## src/rtl/pll_vreg_ramp_ctrl.sv

```systemverilog
// rtl/pll_vreg_ramp_ctrl.sv - PLL analog supply soft-start ramp and power-good controller
//
// Ports:
//   clk_i        : clock
//   rst_ni       : synchronous reset, active-low
//   en_i         : supply enable request
//   target_uv_i  : requested supply level (uV), latched on OFF->RAMP_UP
//   sense_uv_i   : sensed supply level (uV)
//   vout_uv_o    : commanded supply level (uV)
//   supply_on_o  : vout_uv_o inside the ON window (registered)
//   ramp_busy_o  : ramping up/down, or discharging in FAULT
//   power_good_o : debounced power-good, high only in ON (registered)
//   fault_o      : sticky fault, cleared on OFF entry or reset
//   state_o      : current FSM state for debug
module pll_vreg_ramp_ctrl #(
  parameter int VW             = 21,
  parameter int STEP_UV        = 10000,
  parameter int STEP_DIV       = 4,
  parameter int ON_MIN_UV      = 810000,
  parameter int ON_MAX_UV      = 1320000,
  parameter int PG_DEBOUNCE    = 8,
  parameter int SETTLE_TIMEOUT = 256
) (
  input  logic          clk_i,
  input  logic          rst_ni,
  input  logic          en_i,
  input  logic [VW-1:0] target_uv_i,
  input  logic [VW-1:0] sense_uv_i,
  output logic [VW-1:0] vout_uv_o,
  output logic          supply_on_o,
  output logic          ramp_busy_o,
  output logic          power_good_o,
  output logic          fault_o,
  output logic [2:0]    state_o
);

  localparam int PW = $clog2(STEP_DIV + 1);
  localparam int CW = $clog2(PG_DEBOUNCE + 1);
  localparam int TW = $clog2(SETTLE_TIMEOUT + 1);

  localparam logic [PW-1:0] PRESC_LAST = PW'(STEP_DIV - 1);
  localparam logic [CW-1:0] DB_LAST    = CW'(PG_DEBOUNCE - 1);
  localparam logic [TW-1:0] TO_LAST    = TW'(SETTLE_TIMEOUT - 1);
  localparam logic [VW-1:0] STEP_V     = VW'(STEP_UV);
  localparam logic [VW-1:0] ON_MIN_V   = VW'(ON_MIN_UV);
  localparam logic [VW-1:0] ON_MAX_V   = VW'(ON_MAX_UV);

  typedef enum logic [2:0] {
    ST_OFF       = 3'd0,
    ST_RAMP_UP   = 3'd1,
    ST_SETTLE    = 3'd2,
    ST_ON        = 3'd3,
    ST_RAMP_DOWN = 3'd4,
    ST_FAULT     = 3'd5
  } state_t;

  state_t        state_q, state_d;
  logic [VW-1:0] vout_q, vout_d;
  logic [VW-1:0] tgt_q, tgt_d;
  logic [PW-1:0] presc_q, presc_d;
  logic [CW-1:0] win_cnt_q, win_cnt_d;
  logic [TW-1:0] to_cnt_q, to_cnt_d;
  logic          reached_q, reached_d;
  logic          supply_on_q, power_good_q, fault_q;

  logic          step;
  logic          win;
  logic [VW:0]   up_sum;
  logic [VW-1:0] up_val;
  logic [VW-1:0] dn_val;
  logic [VW-1:0] tgt_clamped;

  function automatic logic in_window(input logic [VW-1:0] v);
    return (v >= ON_MIN_V) && (v <= ON_MAX_V);
  endfunction

  // Step arithmetic: one extra bit on the way up so the sum cannot wrap
  // before it is clamped to the latched target.
  always_comb begin
    step        = (presc_q == PRESC_LAST);
    win         = in_window(sense_uv_i);
    up_sum      = {1'b0, vout_q} + {1'b0, STEP_V};
    up_val      = (up_sum >= {1'b0, tgt_q}) ? tgt_q : up_sum[VW-1:0];
    dn_val      = (vout_q >= STEP_V) ? (vout_q - STEP_V) : '0;
    tgt_clamped = (target_uv_i > ON_MAX_V) ? ON_MAX_V : target_uv_i;
  end

  always_comb begin
    state_d   = state_q;
    vout_d    = vout_q;
    tgt_d     = tgt_q;
    reached_d = reached_q;
    win_cnt_d = win_cnt_q;
    to_cnt_d  = to_cnt_q;
    presc_d   = step ? '0 : presc_q + PW'(1);

    case (state_q)
      ST_OFF: begin
        if (en_i) begin
          state_d = ST_RAMP_UP;
          tgt_d   = tgt_clamped;
        end
      end

      ST_RAMP_UP: begin
        // reached_q is set by the step that lands on the target, so the
        // move to SETTLE happens one cycle later (also for a zero target).
        if (!en_i) begin
          state_d = ST_RAMP_DOWN;
        end else if (reached_q) begin
          state_d = ST_SETTLE;
        end else if (step) begin
          vout_d    = up_val;
          reached_d = (up_val == tgt_q);
        end
      end

      ST_SETTLE: begin
        to_cnt_d  = to_cnt_q + TW'(1);
        win_cnt_d = win ? win_cnt_q + CW'(1) : '0;
        if (!en_i) begin
          state_d = ST_RAMP_DOWN;
        end else if (win && (win_cnt_q == DB_LAST)) begin
          state_d = ST_ON;
        end else if (to_cnt_q == TO_LAST) begin
          state_d = ST_FAULT;
        end
      end

      ST_ON: begin
        // Same counter as in SETTLE, now counting out-of-window cycles.
        win_cnt_d = win ? '0 : win_cnt_q + CW'(1);
        if (!en_i) begin
          state_d = ST_RAMP_DOWN;
        end else if (!win && (win_cnt_q == DB_LAST)) begin
          state_d = ST_FAULT;
        end
      end

      ST_RAMP_DOWN: begin
        if (vout_q == '0) begin
          state_d = ST_OFF;
        end else if (step) begin
          vout_d = dn_val;
        end
      end

      ST_FAULT: begin
        if (vout_q == '0) begin
          if (!en_i) begin
            state_d = ST_OFF;
          end
        end else if (step) begin
          vout_d = dn_val;
        end
      end

      default: begin
        state_d = ST_OFF;
        vout_d  = '0;
      end
    endcase

    // Every state entry restarts the prescaler and the per-state counters.
    if (state_d != state_q) begin
      presc_d   = '0;
      reached_d = 1'b0;
      win_cnt_d = '0;
      to_cnt_d  = '0;
    end
  end

  always_ff @(posedge clk_i) begin
    if (!rst_ni) begin
      state_q      <= ST_OFF;
      vout_q       <= '0;
      tgt_q        <= '0;
      presc_q      <= '0;
      win_cnt_q    <= '0;
      to_cnt_q     <= '0;
      reached_q    <= 1'b0;
      supply_on_q  <= 1'b0;
      power_good_q <= 1'b0;
      fault_q      <= 1'b0;
    end else begin
      state_q      <= state_d;
      vout_q       <= vout_d;
      tgt_q        <= tgt_d;
      presc_q      <= presc_d;
      win_cnt_q    <= win_cnt_d;
      to_cnt_q     <= to_cnt_d;
      reached_q    <= reached_d;
      // Registered from next values so they line up with vout_uv_o/state_o.
      supply_on_q  <= in_window(vout_d);
      power_good_q <= (state_d == ST_ON);
      if (state_d == ST_FAULT) begin
        fault_q <= 1'b1;
      end else if (state_d == ST_OFF) begin
        fault_q <= 1'b0;
      end
    end
  end

  assign vout_uv_o    = vout_q;
  assign supply_on_o  = supply_on_q;
  assign power_good_o = power_good_q;
  assign fault_o      = fault_q;
  assign state_o      = state_q;
  assign ramp_busy_o  = (state_q == ST_RAMP_UP) || (state_q == ST_RAMP_DOWN) ||
                        ((state_q == ST_FAULT) && (vout_q != '0));

endmodule
```

## config.mk

```make
export PLATFORM = sky130hd
export DESIGN_NAME = pll_vreg_ramp_ctrl
export DESIGN_NICKNAME = d
export VERILOG_FILES = /design/src/rtl/pll_vreg_ramp_ctrl.sv
export SDC_FILE = /design/constraint.sdc
export NUM_CORES = 1
export LEC_CHECK = 0
export CAP_MARGIN = 20
export CORE_MARGIN = 3
export CORE_UTILIZATION = 55
export CTS_CLUSTER_SIZE = 12
export DETAILED_ROUTE_END_ITERATION = 7
export GPL_TIMING_DRIVEN = 0
export HOLD_SLACK_MARGIN = 0.15
export PLACE_DENSITY = 0.81
export SYNTH_ARGS = -nofsm -noshare
export SYNTH_HDL_FRONTEND = slang
export SYNTH_SLANG_ARGS = --single-unit
```

## constraint.sdc

```tcl
create_clock -name clk_i -period 10.02 [get_ports clk_i]
set_clock_uncertainty 0.1 [all_clocks]
set_input_delay 1.503 -clock clk_i [delete_from_list [all_inputs] [get_ports clk_i]]
set_output_delay 1.503 -clock clk_i [all_outputs]
set_load 0.02 [all_outputs]
```

==> summary.txt, run 1 <==
Finish
  • Filler cells: 685
  • Syn-to-layout area delta: 21.7%
  • Layout cell share with drive strength beyond 1: 4.30%
  • Register area: 0.00130 mm^2
  • Multi-input gate area: 0.00330 mm^2
  • Diodes inserted: 0
  • Final net count: 813

Worst setup path
  • Data arrival time of the critical path: 6400 ps
  • End point of the critical path: supply_on_o$_SDFF_PN0_
  • Setup crit end kind: flop
  • Worst R2R Start: vout_uv_o[7]$_SDFF_PN0_
  • Crit path kind: flop to flop
  • Worst Path Required: 10190 ps
  • Critical path origin: vout_uv_o[7]$_SDFF_PN0_
  • CP Launch Type: flop
  • CP max FO: 10
  • R2r setup slk: 3790 ps
  • Worst Reg-to-Reg Cells: 18
  • Reg-to-Reg End: supply_on_o$_SDFF_PN0_

GRT
  • Gr ovfl total: 0
  • Vias in the first global route: 5502
  • First-pass GRT wire length: 27600 um
  • Gr usage total: 34.4%
  • Largest net degree at the start of global routing: 13
  • Initial antenna violation count: 0

Die
  • Initial core utilization: 58.1%
  • Top Ports: 73
  • Die height: 100 um
  • Chip width: 100 um
  • Die area: 0.0101 mm^2
  • Rows: 33
  • Core ar.: 0.00842 mm^2

STA
  • RSZ-0062 raised after global routing: false
  • Slew headroom: 27.2%
  • Achievable Freq: 160 MHz
  • Period utilization: 62.2%
  • Setup TNS: 0 ps
  • Fin. Hold Viols: 0
  • Slew Limit Fails: 0
  • Final setup viols: 0
  • Tmin final: 6230 ps
  • Actual slew at the worst max-slew pin: 1080 ps

Yosys
  • Synth Area in Simple Gates: 27.1%
  • Post-synthesis sequential area ratio: 26.6%
  • Area leader, netlist: dfxtp_1
  • Cell area after synthesis: 0.00490 mm^2
  • Main combinational cell family by area after synthesis: simple AND/OR/NAND/NOR gates
  • Syn nets: 729
  • XOR/XNOR Fraction of Synth Area: 6.98%
  • Commonest cells in the synthesized netlist: nor2_1 (74), dfxtp_1 (65), a21oi_1 (51)
  • Post-synthesis instance total: 655
  • Yosys reg bits: 65
  • Most used DFF post-synth: dfxtp_1
  • Avg Cell Area, Syn: 7.47 um^2
  • Top cell type's share of synthesized area: 26.6%
  • Ys Warns: 0
  • Compound-Gate Fraction of Synth Area: 25.3%
  • Multiplexer area fraction after synthesis: 0.639%
  • Count leader, synth: nor2_1
  • Number of synthesized flops with an enable pin: 0
  • Top cells by area, synth: dfxtp_1 (27%), ha_1 (7.4%), nor2_1 (5.7%)
  • FFs w/ async S/R, synth: 0%
  • Yosys cell types: 72
  • Adder-cell area share of the yosys netlist: 7.41%

Hold path
  • Hold Path Class: flop to flop

Routing
  • Routed vias: 5562
  • Routed length per instance: 20.1 um
  • Number of detailed-route iterations in the first pass: 5
  • Antenna Nets Post-Route: 0
  • Drt drc: 0
  • Post-DR vias/cell: 6.55
  • Routed wire length: 17100 um
  • Initial DRC count: 578

Place
  • Port bufs: 72
  • GPL Wtd Cong: 1.02
  • Post-DP HPWL: 13300 um

CTS
  • CTS tree: built
  • H-tree Lvls: 3
  • CTS max path bufs: 2
  • CTS buffer count: 9
  • Post-CTS resize count: 0
  • Clock tree root buffer cell: clkbuf_8
  • Sink Count: 65
  • Cts hold-fix bufs: 0
  • CTS clk-pin slew, worst paths: 90 ps
  • Postcts setup bufs: 0
  • Worst-skew pair later-pin latency: 360 ps

Pwr
  • Static leakage: 0.00215 uW
  • Pwr dens: 102 mW/mm^2
  • Tot Pwr: 608 uW
  • Peak VDD IR: 0.0823 mV

Run status
  • Status: completed

Flow run
  • Max-capacitance violation count: 0
[metal layers]
| metal | vias to the layer above | wire length (um) | global-route usage (%) |
|---|---|---|---|
| li1 | 2587 | - | - |
| met1 | 2611 | 7050 | 44.3 |
| met2 | 317 | 7900 | 55.9 |
| met3 | 47 | 1590 | 7.78 |
| met4 | 0 | 563 | 13.2 |
| met5 | - | 0 | 0 |
[final cells by class]
type | instances | area share [%]
clock inverter | 6 | 1.11
sequential | 65 | 21.8
inverter | 43 | 2.71
tap | 105 | 2.21
multi-input combinational | 515 | 55.5
buffer | 32 | 2.16
clock buffer | 10 | 2.31
timing repair buffer | 73 | 12.2
[worst max-delay path: stages (launching register included)]
cell,delay (ps)
dfxtp_1,380
clkbuf_1,380
nand4_1,260
a21oi_1,420
nand3_1,150
xnor2_1,300
ha_1,320
a21oi_1,170
nor2b_1,60
nor4_1,440
o211ai_1,410
nor2_1,490
clkbuf_1,470
nor3_1,110
a311oi_1,830
nand4_1,180
o41ai_1,390
a21oi_1,90
a211oi_2,170
[report_power, final]
group          internal, uW  total, uW  switching [uW]
Clock                   123        240             118
Combinational          39.2       97.9            58.6
Sequential              264        270            5.40
Total                   426        608             182
[per-stage QoR]
stage | utilization, % | instances | worst slack [ps] | cell area [um^2] | hold slack (ps)
6_report | 70.7 | 849 | 3790 | 5960 | 348
3_5_place_dp | 68.3 | 833 | 4110 | 5750 | 328
4_1_cts | 70.7 | 849 | 4070 | 5960 | 339
3_3_place_gp | 68.2 | 832 | 4170 | 5750 | 314
2_1_floorplan | - | 655 | 5280 | 4900 | 304
5_1_grt | 70.7 | 849 | 3330 | 5960 | 358
[placed cells by master, fill, tap and decap left out, drive strengths merged, types with 9 or more instances in the layout]
master / n
nor2: 74
clkdlybuf4s50: 72
dfxtp: 65
a21oi: 51
nand2: 50
inv: 42
o21ai: 39
clkbuf: 39
ha: 29
xnor2: 25
a22oi: 21
nand3: 20
nor3: 20
nand4: 15
xor2: 14
nor4: 14
and2: 11
a31oi: 10
and3: 9
[worst min path at each step]
| stage | startpoint | endpoint | slack, ps | depth (start not counted) |
|---|---|---|---|---|
| final | presc_q[0]$_SDFF_PP0_ | presc_q[0]$_SDFF_PP0_ | 350 | 1 |
| after floorplan | presc_q[0]$_SDFF_PP0_ | presc_q[0]$_SDFF_PP0_ | 300 | 1 |
| after detailed placement | presc_q[0]$_SDFF_PP0_ | presc_q[0]$_SDFF_PP0_ | 330 | 1 |
| after CTS | presc_q[0]$_SDFF_PP0_ | presc_q[0]$_SDFF_PP0_ | 340 | 1 |
| after global routing | presc_q[0]$_SDFF_PP0_ | presc_q[0]$_SDFF_PP0_ | 360 | 1 |
| after global placement | presc_q[0]$_SDFF_PP0_ | presc_q[0]$_SDFF_PP0_ | 310 | 1 |
[flip-flops by register name, summed over array words and instances (netlist names)]
name / count
to_cnt_q: 9
state_o: 3
fault_o: 1
win_cnt_q: 4
presc_q: 3
reached_q: 1
power_good_o: 1
vout_uv_o: 21
tgt_q: 21
supply_on_o: 1
[kinds of logic (layout without fill, tap and decap cells)]
group	count (synthesis)	count (layout)
multiplexers	3	3
XOR/XNOR	39	39
adder cells (fa/ha/maj)	29	29
flip-flops	65	65
AO/OA/AOI/OAI	186	186
AND/OR/NAND/NOR	258	258
buffers and inverters	75	164
Note: power is estimated with default switching activity, not from simulation.
==> run 2: changes to the inputs <==
CORE_UTILIZATION = 50   (was 55)
PLACE_DENSITY = 0.78   (was 0.81)
clock period = 5.6 ns   (was 10.02 ns; I/O delays follow)
==> run 2 against run 1 <==
Effect of this change: first-iteration DRC count down 24%; fmax up 17%; combinational power up 81%; non-clock buffer count up 3; register-to-register slack worse by 3500 ps; power up 87%; largest power group unchanged.
==> summary.txt, run 2 (synthesized netlist as in run 1, its figures left out) <==
STA
  • RSZ-0062 raised after global routing: false (unchanged)
  • Slew Limit Fails: 0 (unchanged)
  • Period utilization: 95.4% (was 62.2%)
  • Final setup viols: 0 (unchanged)
  • Achievable Freq: 187 MHz (was 160 MHz)
  • Tmin final: 5340 ps (was 6230 ps)
  • Post-route setup slack: 256 ps (was 3790 ps)
  • Actual slew at the worst max-slew pin: 1080 ps (about the same)
  • Slew headroom: 27.4% (was 27.2%)
  • Fin. Hold Viols: 0 (unchanged)

Pwr
  • Static leakage: 0.00218 uW (was 0.00215 uW)
  • Pwr dens: 188 mW/mm^2 (was 102 mW/mm^2)
  • Peak VDD IR: 0.128 mV (was 0.0823 mV)

CTS
  • CTS max path bufs: 2 (unchanged)
  • Sink Count: 65 (unchanged)
  • Worst-skew pair later-pin latency: 370 ps (was 360 ps)
  • Cts hold-fix bufs: 0 (unchanged)
  • CTS clk-pin slew, worst paths: 80 ps (was 90 ps)
  • CTS tree: built (unchanged)
  • H-tree Lvls: 3 (unchanged)
  • CTS buffer count: 9 (unchanged)
  • Clock tree root buffer cell: clkbuf_8 (unchanged)

Worst setup path
  • Worst Reg-to-Reg Cells: 19 (was 18)
  • End point of the critical path: supply_on_o$_SDFF_PN0_ (unchanged)
  • Worst Path Required: 5790 ps (was 10190 ps)
  • Worst R2R Start: vout_uv_o[5]$_SDFF_PN0_ (was vout_uv_o[7]$_SDFF_PN0_)
  • CP max FO: 10 (unchanged)
  • Setup crit end kind: flop (unchanged)
  • Critical path origin: vout_uv_o[5]$_SDFF_PN0_ (was vout_uv_o[7]$_SDFF_PN0_)
  • CP Launch Type: flop (unchanged)
  • R2r setup slk: 260 ps (was 3790 ps)
  • Reg-to-Reg End: supply_on_o$_SDFF_PN0_ (unchanged)
  • Crit path kind: flop to flop (unchanged)
  • Data arrival time of the critical path: 5530 ps (was 6400 ps)

Routing
  • Initial DRC count: 442 (was 578)
  • Drt drc: 0 (unchanged)
  • Routed vias: 5570 (was 5562)
  • M1 wire length: 7210 um (was 7050 um)
  • Routed length per instance: 19.7 um (was 20.1 um)
  • Top Layer Used: met5 (was met4)
  • DR WL met3: 1500 um (was 1590 um)
  • Routed wl met2: 7940 um (was 7900 um)
  • Antenna Nets Post-Route: 0 (unchanged)
  • Number of detailed-route iterations in the first pass: 5 (unchanged)
  • Post-DR vias/cell: 6.36 (was 6.55)
  • Routed wire length: 17300 um (was 17100 um)

GRT
  • First-pass GRT wire length: 27300 um (was 27600 um)
  • Vias in the first global route: 5246 (was 5502)
  • Initial antenna violation count: 0 (unchanged)
  • Gr ovfl total: 0 (unchanged)
  • Gr usage total: 31.3% (was 34.4%)
  • Largest net degree at the start of global routing: 13 (unchanged)

Finish
  • Layout cell share with drive strength beyond 1: 5.49% (was 4.30%)
  • Final Cell Area: 0.00604 mm^2 (was 0.00596 mm^2)
  • Diodes inserted: 0 (unchanged)
  • Commonest cells after routing, fill and taps aside: nor2_1 (73), clkdlybuf4s50_1 (72), dfxtp_1 (65), a21oi_1 (50), nand2_1 (50) (was nor2_1 (74), clkdlybuf4s50_1 (72), dfxtp_1 (65), a21oi_1 (51), nand2_1 (50))
  • Final net count: 816 (was 813)
  • Syn-to-layout area delta: 23.4% (was 21.7%)
  • Final Core Density: 64.5% (was 70.7%)
  • Commonest non-fill, non-tap cell in the layout: nor2_1 (unchanged)

Place
  • Port bufs: 72 (unchanged)
  • Post-DP HPWL: 13500 um (was 13300 um)
  • Dpl cell area: 0.00578 mm^2 (was 0.00575 mm^2)
  • GPL Wtd Cong: 0.982 (was 1.02)
  • Pre-CTS setup slack: -425 ps (was 4110 ps)

Die
  • Rows: 35 (was 33)
  • Initial core utilization: 52.2% (was 58.1%)
  • Chip width: 105 um (was 100 um)
  • Die height: 105 um (was 100 um)
  • Top Ports: 73 (unchanged)
  • Core ar.: 0.00937 mm^2 (was 0.00842 mm^2)
  • Die area: 0.0110 mm^2 (was 0.0101 mm^2)

Hold path
  • Hold Path Class: flop to flop (unchanged)

Flow run
  • Max-capacitance violation count: 0 (unchanged)

Run status
  • Status: completed (unchanged)
-- run 2: stage by stage --
step / std cells / hold slack, ps / total power (uW) / TNS [ps]
4_1_cts: 874 / 345 / 1130 / 0
5_1_grt: 876 / 374 / 1170 / 0
6_report: 876 / 351 / 1140 / 0
2_1_floorplan: 655 / 304 / 585 / 0
3_5_place_dp: 856 / 333 / 659 / -425
3_3_place_gp: 856 / 314 / 654 / -396
-- run 2: per-layer routing --
metal,vias to the layer above,GRT usage [%]
met5,-,0
met3,51,8.40
li1,2597,-
met4,2,11.7
met1,2627,40.2
met2,293,50.0
-- run 2: where the power goes --
group | internal [uW] | switching (uW)
combinational | 73.0 | 104
sequential | 473 | 9.67
clock | 251 | 225
total | 796 | 339
-- run 2: worst max-delay path, stage by stage, from the launching register on --
cell	delay, ps
dfxtp_1	510
ha_1	330
nand3_1	220
a21oi_2	340
nand2_1	110
xor2_1	300
inv_1	90
ha_1	290
nand3_1	130
nor4_1	390
nand2_1	120
o211ai_1	280
nor2_2	150
clkbuf_2	260
a311oi_1	490
nand3_1	170
or3_1	400
o41ai_1	360
a21oi_1	80
a211oi_2	160
-- run 2: final cells by class --
class	instances	area (um^2)
Clock buffer	9	124
Buffer	31	128
Timing Repair Buffer	77	756
Multi-Input combinational cell	515	3320
Clock inverter	7	95.1
Inverter	43	161
Tap cell	129	161
Sequential cell	65	1300
Fill cell	881	3330
-- run 2: worst min-delay path by stage --
stage / startpoint / to / slack [ps] / cells past startpoint
floorplan: presc_q[0]$_SDFF_PP0_ / presc_q[0]$_SDFF_PP0_ / 300 / 1
global placement: presc_q[0]$_SDFF_PP0_ / presc_q[0]$_SDFF_PP0_ / 310 / 1
detailed placement: presc_q[0]$_SDFF_PP0_ / presc_q[0]$_SDFF_PP0_ / 330 / 1
CTS: presc_q[0]$_SDFF_PP0_ / presc_q[0]$_SDFF_PP0_ / 340 / 1
global route: presc_q[0]$_SDFF_PP0_ / presc_q[0]$_SDFF_PP0_ / 370 / 1
finish: presc_q[0]$_SDFF_PP0_ / presc_q[0]$_SDFF_PP0_ / 350 / 1
-- run 2: what timing repair did --
action / in CTS / in global routing
pin swaps: 2 / 1
resized for setup: 2 / 5
setup buffers: 2 / 1
setup endpoints to repair: 1 / 1
==> run 3: changes to the inputs <==
ABC_AREA = 1   (was not set)
CORE_UTILIZATION = 52   (was 50)
==> run 3 against run 2 <==
Effect of this change: fmax grew 33%; critical path depth rose by 7; non-clock buffer count decreased by 2; global-route usage is 1.7 points lower; final cell count up 42%; clock power up 28%; register-to-register slack better by 1300 ps; flip-flop and latch count is the same; die area rose by 18%; largest power group is now the clock network; routed wire length is 8.1% higher; largest cell class unchanged; sequential share of layout area down 3.6 points; power grew 23%.
==> summary.txt, run 3 <==
CTS
  • CTS tree: built (unchanged)
  • CTS max path bufs: 2 (unchanged)
  • H-tree Lvls: 3 (unchanged)
  • Clock tree root buffer cell: clkbuf_16 (was clkbuf_8)
  • Cts hold-fix bufs: 0 (unchanged)
  • Sink Count: 65 (unchanged)
  • Postcts setup bufs: 0 (was 2)
  • CTS buffer count: 9 (unchanged)
  • Worst-skew pair later-pin latency: 340 ps (was 370 ps)
  • Post-CTS resize count: 0 (was 2)
  • CTS clk-pin slew, worst paths: 60 ps (was 80 ps)

Yosys
  • Top cells by area, synth: dfxtp_1 (22%), nand2_1 (16%), nand3_1 (8.4%) (was dfxtp_1 (27%), ha_1 (7.4%), nor2_1 (5.7%))
  • FFs w/ async S/R, synth: 0% (unchanged)
  • Number of synthesized flops with an enable pin: 0 (unchanged)
  • Top cell type's share of synthesized area: 21.5% (was 26.6%)
  • Area leader, netlist: dfxtp_1 (unchanged)
  • Commonest cells in the synthesized netlist: nand2_1 (254), nor2_1 (121), inv_1 (119) (was nor2_1 (74), dfxtp_1 (65), a21oi_1 (51))
  • Syn nets: 1088 (was 729)
  • Yosys reg bits: 65 (unchanged)
  • Yosys cell types: 45 (was 72)
  • Avg Cell Area, Syn: 5.96 um^2 (was 7.47 um^2)
  • Most used DFF post-synth: dfxtp_1 (unchanged)
  • Post-synthesis instance total: 1014 (was 655)
  • Ys Warns: 0 (unchanged)
  • Count leader, synth: nand2_1 (was nor2_1)
  • Cell area after synthesis: 0.00604 mm^2 (was 0.00490 mm^2)
  • Post-synthesis sequential area ratio: 21.5% (was 26.6%)

STA
  • Slew headroom: 50.1% (was 27.4%)
  • Tmin final: 4010 ps (was 5340 ps)
  • Period utilization: 71.6% (was 95.4%)
  • Fin. Hold Viols: 0 (unchanged)
  • Achievable Freq: 250 MHz (was 187 MHz)
  • Slew Limit Fails: 0 (unchanged)
  • RSZ-0062 raised after global routing: false (unchanged)
  • Setup TNS: 0 ps (unchanged)
  • Actual slew at the worst max-slew pin: 749 ps (was 1080 ps)
  • Final setup viols: 0 (unchanged)

Place
  • Port bufs: 71 (was 72)
  • GPL Wtd Cong: 1.02 (was 0.982)
  • Post-DP HPWL: 14700 um (was 13500 um)

Hold path
  • Hold Path Class: flop to flop (unchanged)

GRT
  • GRT Max-Usage Layer: met2 (unchanged)
  • M1 GR Usage: 39.9% (was 40.2%)
  • Met3 Usage GRT: 4.77% (was 8.40%)
  • Grt met2 use: 47.8% (was 50.0%)
  • Gr ovfl total: 0 (unchanged)
  • Initial antenna violation count: 0 (unchanged)
  • Vias in the first global route: 6305 (was 5246)
  • Largest net degree at the start of global routing: 13 (unchanged)
  • Gr usage total: 29.6% (was 31.3%)
  • First-pass GRT wire length: 30600 um (was 27300 um)

Finish
  • Syn-to-layout area delta: 19.9% (was 23.4%)
  • Diodes inserted: 0 (unchanged)
  • Final net count: 1170 (was 816)
  • Layout cell share with drive strength beyond 1: 8.73% (was 5.49%)
  • Commonest non-fill, non-tap cell in the layout: nand2_1 (was nor2_1)
  • Commonest cells after routing, fill and taps aside: nand2_1 (254), nor2_1 (121), inv_1 (119), nand3_1 (102), a21oi_1 (75) (was nor2_1 (73), clkdlybuf4s50_1 (72), dfxtp_1 (65), a21oi_1 (50), nand2_1 (50))

Routing
  • Post-DR vias/cell: 5.58 (was 6.36)
  • Initial DRC count: 650 (was 442)
  • Routed length per instance: 15.1 um (was 19.7 um)
  • Antenna Nets Post-Route: 0 (unchanged)
  • Number of detailed-route iterations in the first pass: 5 (unchanged)
  • Routed wire length: 18700 um (was 17300 um)
  • Routed vias: 6915 (was 5570)
  • Drt drc: 0 (unchanged)

Pwr
  • Static leakage: 0.00328 uW (was 0.00218 uW)
  • Switching part of the total: 29.8% (about the same)
  • Flop pwr share: 35.7% (was 42.5%)
  • Pint: 983 uW (was 796 uW)
  • Clock Power Share: 43.6% (was 42.0%)
  • Psw: 418 uW (was 339 uW)
  • Tot Pwr: 1400 uW (was 1140 uW)
  • Pwr dens: 193 mW/mm^2 (was 188 mW/mm^2)
  • Combinational group share of total power: 20.7% (was 15.6%)
  • Peak VDD IR: 0.163 mV (was 0.128 mV)

Worst setup path
  • CP Launch Type: flop (unchanged)
  • Crit path kind: flop to flop (unchanged)
  • CP max FO: 10 (unchanged)
  • Data arrival time of the critical path: 4190 ps (was 5530 ps)
  • Setup crit end kind: flop (unchanged)
  • Worst Path Required: 5780 ps (was 5790 ps)

Die
  • Chip width: 114 um (was 105 um)
  • Top Ports: 73 (unchanged)
  • Core ar.: 0.0111 mm^2 (was 0.00937 mm^2)
  • Rows: 38 (was 35)
  • Die area: 0.0129 mm^2 (was 0.0110 mm^2)
  • Die height: 114 um (was 105 um)
  • Initial core utilization: 54.5% (was 52.2%)

Run status
  • Status: completed (unchanged)

Flow run
  • Max-capacitance violation count: 0 (unchanged)
run 3: cells by family (layout without fill, tap and decap cells):
group,count (synthesis),in the layout,synth area share [%]
buf+inv,172,258,12.2
compound gates,169,169,16.3
flops,65,65,21.5
fa+ha+maj,29,29,6.01
simple gates,561,561,41.3
xor+xnor,18,18,2.61
run 3: path summary, 6_finish.rpt:
path / depth (start not counted) / to / from / slack, ps
hold reg to reg: 1 / presc_q[0]$_SDFF_PP0_ / presc_q[0]$_SDFF_PP0_ / 320
setup / recovery: 26 / supply_on_o$_SDFF_PN0_ / vout_uv_o[4]$_SDFF_PN0_ / 1590
setup reg to reg: 26 / supply_on_o$_SDFF_PN0_ / vout_uv_o[4]$_SDFF_PN0_ / 1590
hold / removal: 1 / presc_q[0]$_SDFF_PP0_ / presc_q[0]$_SDFF_PP0_ / 320
run 3: cell type report:
type | instances | area [um^2]
Buffer | 35 | 223
Multi-Input combinational cell | 777 | 4000
Tap cell | 140 | 175
Clock buffer | 9 | 225
Timing Repair Buffer | 71 | 711
Fill cell | 1091 | 3830
Sequential cell | 65 | 1300
Inverter | 137 | 514
Clock inverter | 6 | 92.6
run 3: worst max-delay path, stage by stage, from the launching register on:
cell and delay, ps:
dfxtp_1 540, ha_1 250, nand3_1 150, nand2_1 130, nand2_1 60, nand2_1 150, nand2_1 100, o21ai_0 150
nand2_1 150, ha_1 320, and3_1 160, nand4_1 100, nor2_2 130, nand2_2 70, buf_6 140, buf_6 150
nand3_2 70, nand3_1 160, nand2_1 100, nand2_1 70, nor2_1 180, nand3_1 90, nor2_1 160, nand3_1 100
nand2_1 70, inv_1 30, nor2_1 80
run 3: power by group through the flow:
stage	Sequential, uW	Combinational [uW]	Clock, uW
detailed placement	510	284	0
global placement	509	281	0
CTS	500	287	618
global route	502	322	638
floorplan	506	187	0
finish	500	290	611
run 3: layer usage:
| metal | up-vias | share of wire (%) |
|---|---|---|
| li1 | 3501 | - |
| met1 | 3058 | 43 |
| met2 | 317 | 44 |
| met3 | 39 | 9.8 |
| met4 | 0 | 2.7 |
| met5 | - | 0 |
run 3: stage by stage:
| stage | setup WS [ps] | instance area (um^2) | util (%) | cells | hold WS [ps] |
|---|---|---|---|---|---|
| 6_report | 1590 | 7250 | 65.4 | 1240 | 324 |
| 5_1_grt | 1180 | 7250 | 65.4 | 1240 | 339 |
| 4_1_cts | 1620 | 7250 | 65.4 | 1240 | 324 |
| 3_5_place_dp | 1640 | 6930 | 62.5 | 1225 | 312 |
| 3_3_place_gp | 1670 | 6930 | 62.5 | 1225 | 309 |
| 2_1_floorplan | 2190 | 6040 | - | 1014 | 299 |
